[src/rtl/baser_block_lock_ctrl_if.sv]
// Block stream into the lock controller and forwarded stream/status out.
// slave = controller side, master = source/sink side.
interface baser_block_lock_ctrl_if #(
  parameter int FRAME_WIDTH = 66
);
  logic                   i_valid;
  logic [FRAME_WIDTH-1:0] i_rx_coded;
  logic [FRAME_WIDTH-1:0] o_rx_coded;
  logic                   o_valid;
  logic                   o_block_lock;
  logic                   o_slip;
  logic [31:0]            o_slip_count;
  logic [31:0]            o_lock_loss_count;
  logic                   o_hi_ber;

  modport slave (
    input  i_valid, i_rx_coded,
    output o_rx_coded, o_valid, o_block_lock, o_slip,
    output o_slip_count, o_lock_loss_count, o_hi_ber
  );

  modport master (
    output i_valid, i_rx_coded,
    input  o_rx_coded, o_valid, o_block_lock, o_slip,
    input  o_slip_count, o_lock_loss_count, o_hi_ber
  );
endinterface

[src/rtl/baser_block_lock_ctrl.sv]
// 64B/66B receive block-lock FSM with slip requests and lock statistics.
// Optional hi-BER monitor enabled by defining BASER_LOCK_HI_BER_EN.
module baser_block_lock_ctrl #(
  parameter int DATA_WIDTH       = 64,
  parameter int HDR_WIDTH        = 2,
  parameter int FRAME_WIDTH      = DATA_WIDTH + HDR_WIDTH,
  parameter int SH_CNT_MAX       = 64,
  parameter int INVLD_MAX        = 16,
  parameter int SLIP_WAIT_BLOCKS = 4
`ifdef BASER_LOCK_HI_BER_EN
  ,
  parameter int HIBER_WINDOW     = 1024,
  parameter int HIBER_THRESH     = 97
`endif
) (
  input  logic                    clk,
  input  logic                    i_rst_n,
  baser_block_lock_ctrl_if.slave  bus
);

  localparam int SHW = $clog2(SH_CNT_MAX + 1);
  localparam int IVW = $clog2(INVLD_MAX + 1);
  localparam int WTW = (SLIP_WAIT_BLOCKS > 0) ?
                       $clog2(SLIP_WAIT_BLOCKS + 1) : 1;

  typedef enum logic [1:0] {
    TEST_SH   = 2'd0,
    SLIP      = 2'd1,
    SLIP_WAIT = 2'd2
  } state_t;

  state_t                 state, state_d;
  logic [SHW-1:0]         sh_cnt, sh_d, sh_inc;
  logic [IVW-1:0]         invld_cnt, inv_d, inv_inc;
  logic [WTW-1:0]         wait_cnt, wait_d, wait_inc;
  logic                   lock, lock_d, lost;
  logic                   slip_q, valid_q, hib;
  logic [31:0]            slip_cnt, loss_cnt;
  logic [FRAME_WIDTH-1:0] coded_q;
  logic [HDR_WIDTH-1:0]   hdr;
  logic                   good, bad;

  // 01 = control, 10 = data; 00/11 are invalid headers
  assign hdr     = bus.i_rx_coded[HDR_WIDTH-1:0];
  assign good    = (hdr == HDR_WIDTH'(1)) || (hdr == HDR_WIDTH'(2));
  assign bad     = ~good;
  assign sh_inc  = sh_cnt + SHW'(1);
  assign inv_inc = invld_cnt + IVW'(bad);
  assign wait_inc = wait_cnt + WTW'(1);

  always_comb begin
    state_d = state;
    sh_d    = sh_cnt;
    inv_d   = invld_cnt;
    wait_d  = wait_cnt;
    lock_d  = lock;
    lost    = 1'b0;
    unique case (state)
      TEST_SH: begin
        if (bus.i_valid && !lock) begin
          if (bad) begin
            state_d = SLIP;
          end else if (sh_inc == SHW'(SH_CNT_MAX)) begin
            lock_d = 1'b1;
            sh_d   = '0;
            inv_d  = '0;
          end else begin
            sh_d = sh_inc;
          end
        end else if (bus.i_valid) begin
          // loss of lock wins over the window rollover
          if (inv_inc == IVW'(INVLD_MAX)) begin
            lock_d  = 1'b0;
            lost    = 1'b1;
            state_d = SLIP;
          end else if (sh_inc == SHW'(SH_CNT_MAX)) begin
            sh_d  = '0;
            inv_d = '0;
          end else begin
            sh_d  = sh_inc;
            inv_d = inv_inc;
          end
        end
      end
      SLIP: begin
        sh_d    = '0;
        inv_d   = '0;
        wait_d  = '0;
        state_d = (SLIP_WAIT_BLOCKS == 0) ? TEST_SH : SLIP_WAIT;
      end
      SLIP_WAIT: begin
        if (bus.i_valid) begin
          if (wait_inc == WTW'(SLIP_WAIT_BLOCKS)) begin
            wait_d  = '0;
            state_d = TEST_SH;
          end else begin
            wait_d = wait_inc;
          end
        end
      end
      default: state_d = TEST_SH;
    endcase
  end

  always_ff @(posedge clk or negedge i_rst_n) begin
    if (!i_rst_n) begin
      state     <= TEST_SH;
      sh_cnt    <= '0;
      invld_cnt <= '0;
      wait_cnt  <= '0;
      lock      <= 1'b0;
      slip_q    <= 1'b0;
      valid_q   <= 1'b0;
      slip_cnt  <= '0;
      loss_cnt  <= '0;
      coded_q   <= '0;
    end else begin
      state     <= state_d;
      sh_cnt    <= sh_d;
      invld_cnt <= inv_d;
      wait_cnt  <= wait_d;
      lock      <= lock_d;
      slip_q    <= (state_d == SLIP);
      valid_q   <= bus.i_valid & lock & ~hib;
      coded_q   <= bus.i_rx_coded;
      if (state == SLIP && slip_cnt != '1)
        slip_cnt <= slip_cnt + 32'd1;
      if (lost && loss_cnt != '1)
        loss_cnt <= loss_cnt + 32'd1;
    end
  end

`ifdef BASER_LOCK_HI_BER_EN
  localparam int HWW = $clog2(HIBER_WINDOW + 1);

  logic [HWW-1:0] hb_cnt, hb_bad, hb_inc, hb_bad_inc;
  logic           hb_blk;

  assign hb_blk     = lock & bus.i_valid & (state == TEST_SH);
  assign hb_inc     = hb_cnt + HWW'(1);
  assign hb_bad_inc = hb_bad + HWW'(bad);

  always_ff @(posedge clk or negedge i_rst_n) begin
    if (!i_rst_n) begin
      hb_cnt <= '0;
      hb_bad <= '0;
      hib    <= 1'b0;
    end else if (hb_blk && lost) begin
      hb_cnt <= '0;
      hb_bad <= '0;
    end else if (hb_blk) begin
      if (hb_bad_inc >= HWW'(HIBER_THRESH))
        hib <= 1'b1;
      if (hb_inc == HWW'(HIBER_WINDOW)) begin
        if (hb_bad_inc < HWW'(HIBER_THRESH))
          hib <= 1'b0;
        hb_cnt <= '0;
        hb_bad <= '0;
      end else begin
        hb_cnt <= hb_inc;
        hb_bad <= hb_bad_inc;
      end
    end
  end
`else
  assign hib = 1'b0;
`endif

  assign bus.o_rx_coded        = coded_q;
  assign bus.o_valid           = valid_q;
  assign bus.o_block_lock      = lock;
  assign bus.o_slip            = slip_q;
  assign bus.o_slip_count      = slip_cnt;
  assign bus.o_lock_loss_count = loss_cnt;
  assign bus.o_hi_ber          = hib;

endmodule

[src/flat_wrapper.sv]
// flat-port wrapper written by rule: the top's interface ports become plain ports
module baser_block_lock_ctrl_flat 
#(
  parameter int DATA_WIDTH       = 64,
  parameter int HDR_WIDTH        = 2,
  parameter int FRAME_WIDTH      = DATA_WIDTH + HDR_WIDTH,
  parameter int SH_CNT_MAX       = 64,
  parameter int INVLD_MAX        = 16,
  parameter int SLIP_WAIT_BLOCKS = 4

)
  (clk, i_rst_n, bus_i_valid, bus_i_rx_coded, bus_o_rx_coded, bus_o_valid, bus_o_block_lock, bus_o_slip, bus_o_slip_count, bus_o_lock_loss_count, bus_o_hi_ber);
  baser_block_lock_ctrl_if #(.FRAME_WIDTH(FRAME_WIDTH)) bus_i ();
  input  logic clk;
  input  logic i_rst_n;
  input wire logic [$bits(bus_i.i_valid)-1:0] bus_i_valid;
  input wire logic [$bits(bus_i.i_rx_coded)-1:0] bus_i_rx_coded;
  output wire logic [$bits(bus_i.o_rx_coded)-1:0] bus_o_rx_coded;
  output wire logic [$bits(bus_i.o_valid)-1:0] bus_o_valid;
  output wire logic [$bits(bus_i.o_block_lock)-1:0] bus_o_block_lock;
  output wire logic [$bits(bus_i.o_slip)-1:0] bus_o_slip;
  output wire logic [$bits(bus_i.o_slip_count)-1:0] bus_o_slip_count;
  output wire logic [$bits(bus_i.o_lock_loss_count)-1:0] bus_o_lock_loss_count;
  output wire logic [$bits(bus_i.o_hi_ber)-1:0] bus_o_hi_ber;
  assign bus_i.i_valid = bus_i_valid;
  assign bus_i.i_rx_coded = bus_i_rx_coded;
  assign bus_o_rx_coded = bus_i.o_rx_coded;
  assign bus_o_valid = bus_i.o_valid;
  assign bus_o_block_lock = bus_i.o_block_lock;
  assign bus_o_slip = bus_i.o_slip;
  assign bus_o_slip_count = bus_i.o_slip_count;
  assign bus_o_lock_loss_count = bus_i.o_lock_loss_count;
  assign bus_o_hi_ber = bus_i.o_hi_ber;
  baser_block_lock_ctrl #(.DATA_WIDTH(DATA_WIDTH), .HDR_WIDTH(HDR_WIDTH), .FRAME_WIDTH(FRAME_WIDTH), .SH_CNT_MAX(SH_CNT_MAX), .INVLD_MAX(INVLD_MAX), .SLIP_WAIT_BLOCKS(SLIP_WAIT_BLOCKS)) u_core (.clk(clk), .i_rst_n(i_rst_n), .bus(bus_i));
endmodule
[config.mk]
export PLATFORM = sky130hd
export DESIGN_NAME = baser_block_lock_ctrl_flat
export DESIGN_NICKNAME = d
export VERILOG_FILES = /design/src/rtl/baser_block_lock_ctrl_if.sv /design/src/rtl/baser_block_lock_ctrl.sv /design/src/flat_wrapper.sv
export SDC_FILE = /design/constraint.sdc
export NUM_CORES = 1
export LEC_CHECK = 0
export CORE_MARGIN = 3
export CORE_UTILIZATION = 49
export CTS_CLUSTER_DIAMETER = 50
export DETAILED_ROUTE_END_ITERATION = 10
export GPL_TIMING_DRIVEN = 0
export MAX_ROUTING_LAYER = met4
export PLACE_DENSITY = 0.85
export SYNTH_ARGS = -nofsm -noshare
export SYNTH_HDL_FRONTEND = slang
export SYNTH_SLANG_ARGS = --single-unit
[constraint.sdc]
create_clock -name clk -period 3.5 [get_ports clk]
set_input_delay 0.35 -clock clk [delete_from_list [all_inputs] [get_ports clk]]
set_output_delay 0.35 -clock clk [all_outputs]
set_load 0.05 [all_outputs]
After elaboration in Yosys (flattened, before gate mapping)
Cells that the tools add are included.
Cells by class
  muxes and demuxes: 32
  eq/ne operators: 17
  reduce and logical (&&, ||, !) cells: 14
  bitwise operators: 2
  add/sub/neg operators: 5
Operators with widths (count)
  adder 32 x 1 -> 32 bit (second input constant): 2
  inequality test 32 bit (second input constant): 2
  2-to-1 mux 7 bit: 5
  2-to-1 mux 5 bit: 6
  case mux 7 bit (2 select lines): 1
  2-to-1 mux 2 bit: 6
  case mux 5 bit (2 select lines): 1
  AND reduction 5 bit: 2
  2-to-1 mux 1 bit: 9
  inequality test 3 x 2 -> 1 bit (second input constant): 3
  nonzero test 2 bit: 4
  adder 7 x 1 -> 7 bit (second input constant): 1
  equality test 7 bit (second input constant): 1
  equality test 2 x 1 -> 1 bit (second input constant): 3
  2-to-1 mux 3 bit: 2
  case mux 2 bit (3 select lines): 1
  case mux 3 bit (2 select lines): 1
  adder 5 x 1 -> 5 bit: 1
  equality test 5 bit (second input constant): 1
  equality test 2 bit (second input constant): 2
  inequality test 2 bit (second input constant): 2
  AND reduction 4 bit: 1
  adder 3 x 1 -> 3 bit (second input constant): 1
  equality test 3 bit (second input constant): 1
  9 further kinds: 11
Storage, ports and cells
  word-level logic and storage cells: 80
  register bits after elaboration: 150
  bits of input ports: 69
  output and inout port bits: 134

Depth between registers and ports, before layout
Gate-level depths: netlist of the first run.
  depth in word-level cells: 10
  depth in mapped cells: 10
  gate-level depth less buffers: 8

Least setup slack after synthesis of the first run
No wires, ideal clock.
  kind: input to register
  start point: in bus_i_rx_coded[0]
  end point: reg u_core.loss_cnt[6] (netlist: u_core.bus.o_lock_loss_count[6])
  arrival: 2.386 ns
  setup time: 0.148 ns
  buffers on the path: 2
  required time: 3.352 ns
  slack: 0.966 ns
  cell stages on the path: 10
  cell sequence: xnor2_1 ha_1 ha_1 nor2_1 nand4b_4 or3_1 buf_2 buf_6 nor4_1 xor2_1
On the way
  longest elaborated chain between the ends: 10
  elaborated cells between the ends (all ways): 11
  classes of those cells: add/sub (1); eq/ne (3); mux (4); bitwise (1); reduce/logical (2)
Ends and longest elaborated chain
  start: declaration: RTL line flat_wrapper.sv:17  | input wire logic [$bits(bus_i.i_rx_coded)-1:0] bus_i_rx_coded;
  equality test 2 x 1 -> 1 bit / equality test 2 bit (equally long branches): RTL line baser_block_lock_ctrl.sv:45  | assign good = (hdr == HDR_WIDTH'(1)) || (hdr == HDR_WIDTH'(2));
  logical OR 1 bit *: RTL line baser_block_lock_ctrl.sv:45
  NOT 1 bit *: RTL line baser_block_lock_ctrl.sv:46  | assign bad = ~good;
  adder 5 x 1 -> 5 bit *: RTL line baser_block_lock_ctrl.sv:48  | assign inv_inc = invld_cnt + IVW'(bad);
  equality test 5 bit *: RTL line baser_block_lock_ctrl.sv:72  | if (inv_inc == IVW'(INVLD_MAX)) begin
  2-to-1 mux 1 bit *: RTL line baser_block_lock_ctrl.sv:72
  2-to-1 mux 1 bit *: RTL line baser_block_lock_ctrl.sv:70  | end else if (bus.i_valid) begin
  2-to-1 mux 1 bit *: RTL line baser_block_lock_ctrl.sv:60  | if (bus.i_valid && !lock) begin
  2-to-1 mux 1 bit *: RTL line baser_block_lock_ctrl.sv:58  | unique case (state)
  logical AND 1 bit *: RTL line baser_block_lock_ctrl.sv:128  | if (lost && loss_cnt != '1)
  end signal: assignment: RTL line baser_block_lock_ctrl.sv:129  | loss_cnt <= loss_cnt + 32'd1;
  end: declaration: RTL line baser_block_lock_ctrl.sv:38  | logic [31:0] slip_cnt, loss_cnt;
Mark *: on every way between the ends. The rest lies on a longest branch, timed or not.
A chain may end at the register's enable or synchronous reset.

Final worst setup path of the first run
  start point: in bus_i_rx_coded[0]
  end point: reg u_core.loss_cnt[21] (netlist: u_core.bus.o_lock_loss_count[21])
Same word-level chain as after synthesis.

==> results of run 1 <==
-- flip-flops by register name (all words and copies together), names as in the netlist --
signal	cells
u_core.bus.o_rx_coded	66
u_core.bus.o_lock_loss_count	32
u_core.bus.o_slip_count	32
u_core.sh_cnt	7
u_core.invld_cnt	5
u_core.wait_cnt	3
u_core.state	2
u_core.bus.o_block_lock	1
u_core.bus.o_slip	1
u_core.bus.o_valid	1
-- area by class of cell --
cell class	count	share of cell area (%)
Tap cell	168	2.35
Timing Repair Buffer	203	22.9
Clock buffer	24	5.49
Multi-Input combinational cell	319	24.6
Clock inverter	7	1.33
Sequential cell	150	41.9
Buffer	14	0.852
Inverter	14	0.587
-- Yosys cell counts (all sizes together) (3+ instances only) --
master   count  area (um^2)
or2          4         25.0
and4        10         87.6
clkbuf       6         22.5
ha           7         87.6
o31ai        3         22.5
nor2        19         73.8
inv         14         52.6
nand3       38          195
and3        10         62.6
nand4       21          146
o21ai        5         25.0
a2111oi      4         36.3
nand2       33          124
o22a         3         26.3
and2         7         43.8
a31oi        3         18.8
nor4        14          124
buf          8         53.8
a21oi        8         40.0
a21o         4         30.0
nand2b       5         31.3
mux2i        3         30.0
dfrtp      150         3750
a211o        3         26.3
nor3b        3         22.5
nor3        20          111
xor2        28          245
xnor2       33          289
-- layer usage --
| metal | share of wire [%] | track usage, % | vias to the layer above |
|---|---|---|---|
| met5 | 0 | - | - |
| met2 | 52 | 41.8 | 214 |
| met3 | 6.6 | 6.12 | 31 |
| met4 | 1.9 | 9.09 | 0 |
| li1 | - | - | 2223 |
| met1 | 40 | 28.2 | 2400 |
-- stage by stage --
| stage | instances | util, % |
|---|---|---|
| after global placement | 866 | 68.8 |
| after detailed placement | 867 | 69.1 |
| after global routing | 899 | 74.2 |
| after CTS | 899 | 74.2 |
| final | 899 | 74.2 |
| after floorplan | 497 | - |
-- repair_timing --
item | 4_1_cts | 5_1_grt
hold endpoints to repair | 71 | 0
hold buffers | 1 | 0
setup buffers | 0 | 0
-- worst reg2reg max path, stage by stage (launching register included) --
cell and delay (ns):
dfrtp_1 0.39, ha_1 0.22, ha_1 0.27, xnor2_1 0.16
a2bb2oi_1 0.57, or3_1 0.19, buf_2 0.18, clkbuf_1 0.42
nor3_1 0.16, xor2_1 0.17
-- cells by family (layout without fill, tap and decap cells) --
group	count (synthesis)	after routing	share of synthesized area [%]
AOI/OAI and AO/OA	50	50	6.13
xor gates and xnor gates	61	61	8.78
adders and majority gates	7	7	1.44
buffers and inverters	28	262	2.12
DFF	150	150	61.7
muxes	5	5	0.864
other	1	1	0.0617
and+or+nand+nor	195	195	18.9
-- worst paths after layout --
kind | from | to | depth (start not counted)
setup reg to reg | u_core.invld_cnt[0]$_DFFE_PN0P_ | u_core.bus.o_lock_loss_count[21]$_DFFE_PN0P_ | 9
setup / recovery | bus_i_rx_coded[0] | u_core.bus.o_lock_loss_count[21]$_DFFE_PN0P_ | 11
min in group asynchronous | i_rst_n | u_core.bus.o_lock_loss_count[30]$_DFFE_PN0P_ | 2
max in group asynchronous | i_rst_n | u_core.invld_cnt[3]$_DFFE_PN0P_ | 3
hold / removal | bus_i_rx_coded[59] | u_core.bus.o_rx_coded[59]$_DFF_PN0_ | 1
hold reg to reg | u_core.bus.o_lock_loss_count[9]$_DFFE_PN0P_ | u_core.bus.o_lock_loss_count[9]$_DFFE_PN0P_ | 1
-- power by group through the flow --
| stage | clock network, mW | logic (mW) | registers [mW] |
|---|---|---|---|
| 2_1_floorplan | 0 | 0.400 | 2.26 |
| 3_3_place_gp | 0 | 0.955 | 2.03 |
| 3_5_place_dp | 0 | 0.990 | 2.04 |
| 4_1_cts | 1.89 | 0.999 | 2.02 |
| 5_1_grt | 1.97 | 1.08 | 2.05 |
| 6_report | 1.88 | 0.995 | 2.02 |
==> metrics, run 1 <==
status finished, final reports clean; Switching Share 29.0%; CP endpoint kind flop; Max FO, Critical Path 10; asr flop ratio synth 100%; Worst Setup Start Kind primary input; Syn Inst Count 497; Slew Viols, Final 0; dominant synthesized flop cell dfrtp_1; Worst-Skew Late Latency about 0.42 ns; worst hold path class primary input to flop; total gr overflow 0; final setup violation count 0; Slew HR 31.2%; CP top delay family buffers and inverters; first drt pass iteration count 5; final net count 795; EDFF count, synth 0; synthesis-stage register bit count 150; Final period util 91.0%; cts bufs inserted 17; Die Height 117 um; max incr delay on CP 0.57 ns; fillers 749; CP Cell Sequence clkdlybuf4s50_1, xnor2_1, ha_1, ha_1, xnor2_1, a2bb2oi_1, or3_1, buf_2, clkbuf_1, nor3_1, xor2_1; clock share of power 38.4%; sequential share of power between 40% and 50%; ant diodes 0; Crit-path slowest cell a2bb2oi_1; die footprint 13800 um^2; most frequent cells in the layout clkdlybuf4s50_1, dfrtp_1, nand3_1; average wire per standard cell 17.9 um; area of the multi-input gates 2200 um^2; pin slew with the least headroom to its limit 1.02 ns; dpl ws -0.0519 ns; Resized cells post-CTS 0; deepest clock path buffer count 2; vias in the first global route 5242; final setup margin 0.316 ns; Via density 5.41; minimum clock period 3.18 ns; critical path required time about 3.8 ns; Seq/Total Area, Yosys 61.7%; WHS between 0.3 and 0.4 ns; Routed Antenna Nets 0; worst path arrival time between 3 and 4 ns; storage element area roughly 3800 um^2; initial antenna violation count 0; fmax 314 MHz; initial core utilization slightly above 50%; Power Total about 4.9 mW; r2r setup slk 0.66 ns; post-synth cell types 64; final setup TNS 0 ns; I/O Pins 203; first-pass GRT wire length 26400 um; post-synth design cell area between 6000 and 7000 um^2; P_sw 1.42 mW; Logic pwr share 20.3%; P_int 3.47 mW; Initial DRC Count 451; CTS sink count 150; Max-Cap Viols 0; clk slew on worst S/H paths 0.06 ns; crit path kind primary input to flop; Hold Vio Cnt, Final 0; pwr dens 547 nW/um^2; CTS HTree Levels 4; dpl hpwl 11400 um; clk root buf clkbuf_16; GRT Total Usage 24.5%; Remaining DRCs 0; num rows 40; Avg Cell Area, Syn 12.2 um^2; CTS tree done; share of layout cells above drive strength 1 7.25%; Final Cell Area 8950 um^2; most common cell after layout, fill and taps aside clkdlybuf4s50_1; worst clock skew 0.00630 ns; pin count of the biggest net entering global routing 80; Leak around 3.9 nW; number of I/O port buffers 201; Core Area 12100 um^2; crit path buf inv count 3; Yosys warnings 0; Area growth syn-to-layout 47.2%; Post-DP Area approximately 8300 um^2; Worst VDD drop 406 uV; RSZ-0062 raised after global routing no; vias 4868; Die Width approximately 120 um; Post-Route WL 16100 um; post-synth net total 573; routability cong. ~0.88
No activity file was read; power rests on OpenSTA's default activity.
==> run 2: changes to the inputs <==
--- a/config.mk
+++ b/config.mk
@@ -5,6 +5,7 @@
 export SDC_FILE = /design/constraint.sdc
 export NUM_CORES = 1
 export LEC_CHECK = 0
+export CAP_MARGIN = 20
 export CORE_MARGIN = 3
 export CORE_UTILIZATION = 49
 export CTS_CLUSTER_DIAMETER = 50
==> run 2 against run 1 <==
Net effect:
- count of clock-buffer cells in the layout is the same
- combinational power barely moved
- sequential share of layout area is the same
- core utilization unchanged
- global-route usage stayed put
- design area did not move
- critical path depth did not move
- setup slack is the same
- fmax is the same
- clock skew did not move
- die area stayed put
- via count did not move
- critical endpoint unchanged
- largest power group unchanged
==> metrics, run 2 (synthesis gave the netlist of run 1 again) <==
Worst VDD drop 406 uV; Power Total 4.89 mW; crit path kind primary input to flop; grt met3 use 6.12%; Die Height 117 um; most frequent cells in the layout clkdlybuf4s50_1, dfrtp_1, nand3_1; vias in the first global route 5242; final setup margin about 0.32 ns; cts bufs inserted 17; pwr dens about 550 nW/um^2; deepest clock path buffer count 2; Crit-path slowest cell a2bb2oi_1; Final period util a little over 90%; ant diodes 0; first drt pass iteration count 5; critical path required time 3.78 ns; Remaining DRCs 0; post-CTS setup buffer count 0; share of layout cells above drive strength 1 7.25%; minimum clock period 3.18 ns; number of I/O port buffers 201; pin slew with the least headroom to its limit 1.02 ns; Placed Cells 867; CP top delay family buffers and inverters; GR met1 Demand/Resource 28.2%; max reg flops 66; Max-Cap Viols 0; GR peak layer met2; first-pass GRT wire length between 20000 and 30000 um; Worst Setup Start Kind primary input; final setup violation count 0; most common cell after layout, fill and taps aside clkdlybuf4s50_1; status finished, final reports clean; routability cong. between 0.8 and 0.9; total gr overflow 0; dpl ws -0.0519 ns; Via density 5.41; met2 Usage GRT 41.8%; clk slew on worst S/H paths around 0.060 ns; worst hold path class primary input to flop; Worst Hold Launch bus_i_rx_coded[59]; fmax between 300 and 400 MHz; initial core utilization 50.4%; num rows 40; CTS tree done; CP endpoint kind flop; CP Cell Sequence clkdlybuf4s50_1, xnor2_1, ha_1, ha_1, xnor2_1, a2bb2oi_1, or3_1, buf_2, clkbuf_1, nor3_1, xor2_1; worst clock skew 0.00630 ns; Leak 3.91 nW; clk root buf clkbuf_16; CTS HTree Levels 4; crit path buf inv count 3; Worst-Skew Late Latency 0.42 ns; Hold Vio Cnt, Final 0; Die Width between 100 and 150 um; Slew HR a little under a third; Post-Layout Cell Count 899; RR Startpoint u_core.invld_cnt[0]$_DFFE_PN0P_; vias between 4000 and 5000; final net count 795; Initial DRC Count 451; GRT Total Usage 24.5%; average wire per standard cell between 15 and 20 um; I/O Pins approximately 200; die footprint 13800 um^2; CTS sink count 150; pin count of the biggest net entering global routing 80; dpl hpwl 11400 um; Post-Route WL 16100 um; RSZ-0062 raised after global routing no; Area growth syn-to-layout 47.2%; max incr delay on CP approximately 0.57 ns; initial antenna violation count 0; Max FO, Critical Path 10; crit path launch bus_i_rx_coded[0]; Core Area 12100 um^2; Slew Viols, Final 0; Routed Antenna Nets 0; worst path arrival time ~3.5 ns
[run 2: what timing repair did]
action,CTS,global route
resized for setup,0,0
endpoints found under the hold margin,71,0
hold buffers,1,0
[run 2: metal layers]
metal  vias to the layer above  routed length, um
met3                        31               1070
li1                       2223                  -
met2                       214               8350
met4                         0                313
met5                         -                  0
met1                      2400               6380
[run 2: path summary, 6_finish.rpt]
check                                                                    end  slack, ns  cells after the start
min in group asynchronous       u_core.bus.o_lock_loss_count[30]$_DFFE_PN0P_       0.51                      2
worst min-delay path                     u_core.bus.o_rx_coded[59]$_DFF_PN0_       0.37                      1
worst max-delay path            u_core.bus.o_lock_loss_count[21]$_DFFE_PN0P_       0.32                     11
worst max register to register  u_core.bus.o_lock_loss_count[21]$_DFFE_PN0P_       0.66                      9
worst min register to register   u_core.bus.o_lock_loss_count[9]$_DFFE_PN0P_       0.49                      1
max in group asynchronous                    u_core.invld_cnt[3]$_DFFE_PN0P_       2.19                      3
[run 2: power by group]
group          internal, mW  leakage (nW)  switching [mW]
registers              1.88          1.88           0.142
clock network          1.19         0.293           0.685
logic                 0.400          1.74           0.595
[run 2: cell type report]
| type | count | area, um^2 |
|---|---|---|
| flip-flops and latches | 150 | 3750 |
| fillers | 749 | 3110 |
| multi-input cells | 319 | 2200 |
| repair buffers | 203 | 2050 |
| clock buffers | 24 | 492 |
| well taps | 168 | 210 |
| clock inverters | 7 | 119 |
| plain buffers | 14 | 76.3 |
| inverters | 14 | 52.6 |
[run 2: metrics by stage]
| step | TNS, ns | util, % | area (um^2) | hold slack, ns |
|---|---|---|---|---|
| after global routing | 0 | 74.2 | 8950 | 0.354 |
| after CTS | 0 | 74.2 | 8950 | 0.359 |
| after global placement | -537.10 | 68.8 | 8300 | 0.472 |
| after detailed placement | -0.189 | 69.1 | 8330 | 0.396 |
| after floorplan | 0 | - | 6080 | 0.0544 |
| final | 0 | 74.2 | 8950 | 0.368 |
==> run 3: changes to the inputs <==
--- a/config.mk
+++ b/config.mk
@@ -7,12 +7,12 @@
 export LEC_CHECK = 0
 export CAP_MARGIN = 20
 export CORE_MARGIN = 3
-export CORE_UTILIZATION = 49
+export CORE_UTILIZATION = 43
 export CTS_CLUSTER_DIAMETER = 50
 export DETAILED_ROUTE_END_ITERATION = 10
 export GPL_TIMING_DRIVEN = 0
 export MAX_ROUTING_LAYER = met4
-export PLACE_DENSITY = 0.85
+export PLACE_DENSITY = 0.76
 export SYNTH_ARGS = -nofsm -noshare
 export SYNTH_HDL_FRONTEND = slang
 export SYNTH_SLANG_ARGS = --single-unit
==> run 3 against run 2 <==
Net effect:
- count of clock-buffer cells in the layout is 6 lower
- core utilization is 8.4 points lower
- sequential cell count stayed put
- design area is 0.25% lower
- sequential power hardly changed
- first-iteration DRC count is 47% lower
- wire length is 6.0% lower
- worst hold slack worse by 0.0081 ns
- critical endpoint is now u_core.bus.o_lock_loss_count[19]$_DFFE_PN0P_
==> metrics, run 3 (synthesis gave the netlist of run 1 again) <==
Worst Setup Start Kind primary input; Slew HR 36.2%; vias in the first global route roughly 4900; routability cong. 0.865; I/O Pins 203; minimum clock period 3.05 ns; status finished, final reports clean; fmax ~330 MHz; GRT Total Usage 20.3%; Switching Share 31.0%; deepest clock path buffer count 2; P_sw 1.48 mW; most frequent cells in the layout clkdlybuf4s50_1, dfrtp_1, nand3_1; share of layout cells above drive strength 1 between 7 and 8%; storage element area roughly 3800 um^2; die footprint 15600 um^2; vias between 4000 and 5000; CTS tree done; initial antenna violation count 0; fillers around 1000; clock share of power 37.0%; crit path launch bus_i_rx_coded[0]; pwr dens between 500 and 600 nW/um^2; post-layout util 65.9%; Final Cell Area 8930 um^2; number of I/O port buffers 201; ant diodes 0; crit path kind primary input to flop; CP top delay family buffers and inverters; P_int around 3.3 mW; most common cell after layout, fill and taps aside clkdlybuf4s50_1; Post-CTS Hold Buffers 1; Die Width 125 um; grt met3 use between 6 and 7%; critical path required time 3.79 ns; worst path arrival time 3.34 ns; first-pass GRT wire length between 20000 and 25000 um; Core Area 13600 um^2; Max FO, Critical Path 10; GR met1 Demand/Resource 23.8%; clk slew on worst S/H paths 0.06 ns; num rows 42; area of the multi-input gates 2200 um^2; Via density 5.23; Post-Route WL 15100 um; Initial DRC Count about 240; Worst VDD drop between 300 and 400 uV; Worst-Skew Late Latency between 0.4 and 0.5 ns; initial core utilization 44.9%; Post-Layout Cell Count 908; Final period util between 80% and 90%; Remaining DRCs 0; Resized cells post-CTS 0; Max-Cap Viols 0; Post-DP Area 8340 um^2; worst hold path class primary input to flop; Crit-path slowest cell a2bb2oi_1; max incr delay on CP 0.53 ns; CTS HTree Levels 4; sequential share of power 42.2%; Routed Antenna Nets 0; final net count 795; Worst Hold Launch bus_i_rx_coded[61]; total gr overflow 0; Logic pwr share 20.8%; WHS 0.360 ns; worst clock skew 0.0102 ns; Placed Cells approximately 880; most used cell, CP xnor2_1; post-CTS setup buffer count 0; clk root buf clkbuf_16; first drt pass iteration count 5; max reg flops 66; CP Cell Sequence clkdlybuf4s50_1, xnor2_1, ha_1, ha_1, xnor2_1, a2bb2oi_1, or3_1, buf_2, clkbuf_1, nor3_1, xnor2_1; Leak 3.90 nW; pin slew with the least headroom to its limit ~0.94 ns; crit path buf inv count 3; Die Height between 100 and 150 um; average wire per standard cell 16.7 um; RR Startpoint u_core.invld_cnt[0]$_DFFE_PN0P_; GR peak layer met2; Area growth syn-to-layout 46.8%; final setup violation count 0; pin count of the biggest net entering global routing 78; Hold Vio Cnt, Final 0; Power Total 4.78 mW; Slew Viols, Final 0; dpl hpwl 10900 um; CTS sink count 150; CP endpoint kind flop; cts bufs inserted 17; met2 Usage GRT 32.6%; RSZ-0062 raised after global routing no
[run 3: power by group through the flow]
| stage | logic [mW] | registers, mW | clock network [mW] |
|---|---|---|---|
| floorplan | 0.400 | 2.26 | 0 |
| global placement | 0.960 | 2.03 | 0 |
| detailed placement | 0.996 | 2.04 | 0 |
| CTS | 1.00 | 2.01 | 1.80 |
| global route | 1.08 | 2.04 | 1.89 |
| finish | 0.994 | 2.01 | 1.77 |
[run 3: metal layers]
layer	part of all wire [%]	up-vias
li1	-	2225
met1	41	2330
met2	50	170
met3	6.9	22
met4	1.6	0
met5	0	-
[run 3: worst paths after layout]
check	endpoint	slack [ns]	cells past startpoint
setup reg to reg	u_core.bus.o_lock_loss_count[19]$_DFFE_PN0P_	0.76	9
min in group asynchronous	u_core.bus.o_rx_coded[33]$_DFF_PN0_	0.52	2
max in group asynchronous	u_core.invld_cnt[3]$_DFFE_PN0P_	2.19	3
setup / recovery	u_core.bus.o_lock_loss_count[19]$_DFFE_PN0P_	0.45	11
hold / removal	u_core.bus.o_rx_coded[61]$_DFF_PN0_	0.36	1
hold reg to reg	u_core.bus.o_slip_count[14]$_DFFE_PN0P_	0.49	1
[run 3: stage by stage]
step           setup WS, ns  TNS (ns)
2_1_floorplan         0.966         0
3_3_place_gp          -3.71   -555.17
3_5_place_dp        -0.0464    -0.245
4_1_cts               0.400         0
5_1_grt               0.131         0
6_report              0.451         0
[run 3: cell type report]
class	count	share of cell area (%)
clock buffers	18	4.92
well taps	176	2.47
repair buffers	203	23.0
plain buffers	14	0.855
flip-flops and latches	150	42.0
clock inverters	14	1.56
inverters	14	0.588
multi-input cells	319	24.6
